## config.mk

```make
export PLATFORM = sky130hd
export DESIGN_NAME = ramp_monitor
export DESIGN_NICKNAME = d
export VERILOG_FILES = /design/src/rtl/ramp_monitor.sv
export SDC_FILE = /design/constraint.sdc
export NUM_CORES = 1
export LEC_CHECK = 0
export CORE_MARGIN = 2
export CORE_UTILIZATION = 45
export CTS_BUF_LIST = sky130_fd_sc_hd__clkbuf_8
export CTS_CLUSTER_DIAMETER = 60
export CTS_CLUSTER_SIZE = 30
export DETAILED_ROUTE_END_ITERATION = 12
export GPL_TIMING_DRIVEN = 0
export PLACE_DENSITY = 0.83
export SLEW_MARGIN = 0
export SYNTH_ARGS = -nofsm -noshare
export SYNTH_HDL_FRONTEND = slang
export SYNTH_SLANG_ARGS = --single-unit
export TNS_END_PERCENT = 5
```

## constraint.sdc

```tcl
create_clock -name clk -period 7.6 [get_ports clk]
set_clock_uncertainty 0.2 [all_clocks]
set_input_delay 1.52 -clock clk [delete_from_list [all_inputs] [get_ports clk]]
set_output_delay 1.52 -clock clk [all_outputs]
set_load 0.02 [all_outputs]
```

## src/rtl/ramp_monitor.sv

```systemverilog
// Ascending-ramp checker: watches a sample stream for 0,1,...,LAST and reports
// sample count, sequence breaks, the first bad sample and a pass/fail flag.
module ramp_monitor #(
    parameter int unsigned WIDTH = 8,
    parameter int unsigned LAST  = 254,
    parameter int unsigned ERR_W = 8
) (
    input  logic             clk,
    input  logic             rst_n,
    input  logic             in_valid,
    input  logic [WIDTH-1:0] in_data,
    input  logic             clear,
    output logic             busy,
    output logic             done,
    output logic             sweep_ok,
    output logic [WIDTH:0]   sample_cnt,
    output logic [ERR_W-1:0] err_cnt,
    output logic [WIDTH-1:0] first_bad_data,
    output logic [WIDTH-1:0] first_bad_exp
);

    localparam logic [WIDTH-1:0] LastVal = WIDTH'(LAST);

    typedef enum logic [1:0] {StIdle, StRun, StDone} state_e;

    state_e           state;
    logic [WIDTH-1:0] expected;

    logic             is_break;
    logic             is_last;
    logic [WIDTH:0]   cnt_next;
    logic [ERR_W-1:0] err_next;
    logic [WIDTH-1:0] exp_next;

    always_comb begin
        is_break = (in_data != expected);
        is_last  = (in_data == LastVal);
        cnt_next = (sample_cnt == '1) ? sample_cnt : sample_cnt + (WIDTH+1)'(1);
        err_next = err_cnt;
        if (is_break && (err_cnt != '1)) begin
            err_next = err_cnt + ERR_W'(1);
        end
        // On a match in_data+1 equals expected+1, so one path covers match and resync.
        exp_next = in_data + WIDTH'(1);
    end

    always_ff @(posedge clk) begin
        if (!rst_n || clear) begin
            state          <= StIdle;
            expected       <= '0;
            busy           <= 1'b0;
            done           <= 1'b0;
            sweep_ok       <= 1'b0;
            sample_cnt     <= '0;
            err_cnt        <= '0;
            first_bad_data <= '0;
            first_bad_exp  <= '0;
        end else begin
            done <= 1'b0;
            if (in_valid) begin
                unique case (state)
                    StIdle, StDone: begin
                        if (in_data == '0) begin
                            state          <= StRun;
                            expected       <= WIDTH'(1);
                            busy           <= 1'b1;
                            sample_cnt     <= (WIDTH+1)'(1);
                            err_cnt        <= '0;
                            first_bad_data <= '0;
                            first_bad_exp  <= '0;
                        end
                    end
                    StRun: begin
                        sample_cnt <= cnt_next;
                        expected   <= exp_next;
                        err_cnt    <= err_next;
                        if (is_break && (err_cnt == '0)) begin
                            first_bad_data <= in_data;
                            first_bad_exp  <= expected;
                        end
                        if (is_last) begin
                            state    <= StDone;
                            busy     <= 1'b0;
                            done     <= 1'b1;
                            sweep_ok <= (err_next == '0);
                        end
                    end
                    default: begin
                        state <= StIdle;
                        busy  <= 1'b0;
                    end
                endcase
            end
        end
    end

endmodule

```

==> impl_metrics.yaml <==
placement:
  place.gp.congestion: 0.944
  dpl.cell_count: 416
  post-place-ws_ns: 3.25
  dp_hpwl_mm: 4.81
  port_buffers: 45
clock_tree:
  ctsHoldBuffers: 0
  cts_sinks: 46
  clock_path_buffers: 2
  clk_pin_slew_ns: 0.09
  post_cts_buffers: 0
  clk_latency_ns: 0.31
  cts_buffers: 5
  htreeDepth: 2
  ctsRootBufferMaster: "clkbuf_8"
  cts_resized: 0
  cts_tree: "done"
finish:
  fin_cells: 424
  antenna_cells: 0
  utilization_pct: 58.0
  nets: 370
  layout-drive-gt1-share_pct: 6.25
  syn2layout_area_growth_pct: 26.0
yosys:
  ys.flop_type: "dfxtp_1"
  synth_top_area_share_pct: 36.5
  synth_edf_count: 0
  synth_most_common_cell: "nand2_1"
  async_flop_share_pct: 0
  syn_area_mm2: 0.00252
  post_synth_num_cell_types: 54
  syn_nets: 318
  synthCells: 299
  yosysWarnings: 0
  ys_seq_elements: 46
  ys_top_cells_by_area: "dfxtp_1 (37%), nand2_1 (8.0%), mux2i_1 (5.6%)"
  avgSynthCellArea_um2: 8.43
  yosysTopAreaCell: "dfxtp_1"
  synth_seq_area_share_pct: 36.5
  yosys-top-cells-count: "nand2_1 (54), dfxtp_1 (46), a21oi_1 (19)"
sta:
  relSlewSlack_pct: 48.2
  setup_tns_ns: 0
  period_share_pct: 53.5
  rsz0062_at_grt: "no"
  fin_ws_ns: 3.53
  min_period_ns: 4.07
  maxSlewViolCount: 0
  max_slew.worst_pin.slew_ns: 0.772
  hold_violations: 0
  setup_viol: 0
  fmax_mhz: 246
global_route:
  grt_pass1_wl_mm: 10.5
  track_usage_pct: 21.0
  overflow: 0
  antenna_found_initial: 0
  first_global_vias: 2266
  grt_max_degree: 16
floorplanning:
  die_h_um: 78.9
  pin_count: 48
  core-area_mm2: 0.00547
  num_rows: 27
  fp.dieW_um: 78.9
  start_util_pct: 46.1
  dieArea_mm2: 0.00622
setup_path:
  crit_type: "input port to flip-flop"
  crit_arrival_ns: 4.04
  required_ns: 7.57
  startpoint: "in_data[0]"
  path_max_fanout: 10
  rrSetupSlack_ns: 5.09
  rr_startpoint: "err_cnt[0]"
  cp-end-kind: "flip-flop"
  worst_setup_path_start_kind: "input port"
pwr:
  vdd_drop_max_v: 0.0000814
  p_sw_share_pct: 23.1
  pwr-share-clk_pct: 40.7
  p_int_w: 0.000349
  p_sw_w: 0.000105
  power_frac_comb_pct: 6.3
  power.density_mw_per_mm2: 143
  p_leak_nw: 1.02
  power_frac_seq_pct: 53.0
  p_total_w: 0.000454
routing:
  drc_errors: 0
  vias: 2418
  routed_wl_mm: 6.47
  wl_per_cell_um: 15.3
  via_per_inst: 5.70
  drtAntennaViolNets: 0
  first_iter_violations: 262
  drtPass1Iterations: 4
outcome:
  status: "finished, final reports clean"
flow_run:
  cap_violations: 0
worst_hold_path:
  holdCritStartpoint: "first_bad_data[7]"
  hold_class: "flip-flop to flip-flop"
## cells by family (layout without fill, tap and decap cells)
| family | after synthesis | after routing | share of synthesized area, % |
|---|---|---|---|
| AND/OR/NAND/NOR | 131 | 131 | 26.7 |
| adder cells (fa/ha/maj) | 7 | 7 | 3.47 |
| multiplexers | 14 | 14 | 5.56 |
| flip-flops | 46 | 46 | 36.5 |
| AO/OA/AOI/OAI | 57 | 57 | 16.9 |
| buffers and inverters | 25 | 78 | 4.22 |
| XOR/XNOR | 19 | 19 | 6.60 |
## cells in the final DEF, fill, tap and decap left out, types with 2 or more instances in the layout
| cell type | count |
|---|---|
| a2111oi_0 | 2 |
| a211oi_1 | 6 |
| a21o_1 | 2 |
| a21oi_1 | 19 |
| a22oi_1 | 2 |
| a32oi_1 | 4 |
| and2_1 | 4 |
| and3_1 | 8 |
| and4_1 | 3 |
| buf_2 | 4 |
| clkbuf_1 | 15 |
| clkbuf_8 | 5 |
| clkdlybuf4s50_1 | 45 |
| clkinvlp_4 | 2 |
| dfxtp_1 | 46 |
| ha_1 | 7 |
| inv_1 | 5 |
| mux2i_1 | 14 |
| nand2_1 | 54 |
| nand2b_1 | 2 |
| nand3_1 | 15 |
| nand4_1 | 10 |
| nor2_1 | 15 |
| nor2b_1 | 3 |
| nor3_1 | 3 |
| o2111ai_1 | 2 |
| o211ai_1 | 2 |
| o21ai_0 | 5 |
| or3_1 | 2 |
| xnor2_1 | 13 |
| xor2_1 | 6 |
## cell type report
class | instances | area, µm²
tap | 72 | 90.1
buffer | 20 | 87.6
clock buffer | 5 | 68.8
fill | 515 | 2300
sequential | 46 | 921
multi-input combinational | 228 | 1490
inverter | 5 | 18.8
timing repair buffer | 45 | 450
clock inverter | 3 | 45.0
## critical path, stage by stage
cell	delay, ns
clkdlybuf4s50_1	0.55
inv_1	0.16
ha_1	0.15
or4b_4	0.50
o31ai_2	0.33
nand2_2	0.19
clkbuf_1	0.30
a32oi_1	0.24
a21oi_1	0.08
## per-stage QoR
stage / hold WS, ns / area, µm²
after global placement: 0.247 / 3060
after detailed placement: 0.245 / 3060
after floorplan: 0.258 / 2520
after global routing: 0.289 / 3180
final: 0.264 / 3180
after CTS: 0.268 / 3180
## power groups by stage
stage          Clock [W]  Combinational (W)  Sequential, W
2_1_floorplan          0          0.0000154       0.000246
3_3_place_gp           0          0.0000273       0.000246
3_5_place_dp           0          0.0000280       0.000246
4_1_cts         0.000191          0.0000281       0.000241
5_1_grt         0.000201          0.0000307       0.000241
6_report        0.000185          0.0000284       0.000241
## worst paths after layout
path         cells after the start                 to
min                              2  first_bad_data[7]
max reg2reg                      7         err_cnt[7]
max                              9   first_bad_exp[6]
min reg2reg                      2  first_bad_data[7]
## flip-flops by register name (all words and copies together) (netlist names)
name            count
busy                1
first_bad_data      8
sweep_ok            1
done                1
first_bad_exp       8
expected            8
sample_cnt          9
state               2
err_cnt             8
## metal layers
layer,share of wire (%),GRT usage (%)
met1,44,27.5
met2,49,35.6
met3,6.4,4.20
met4,0.82,5.52
met5,0,0
Power figures use the tool's default switching activity.
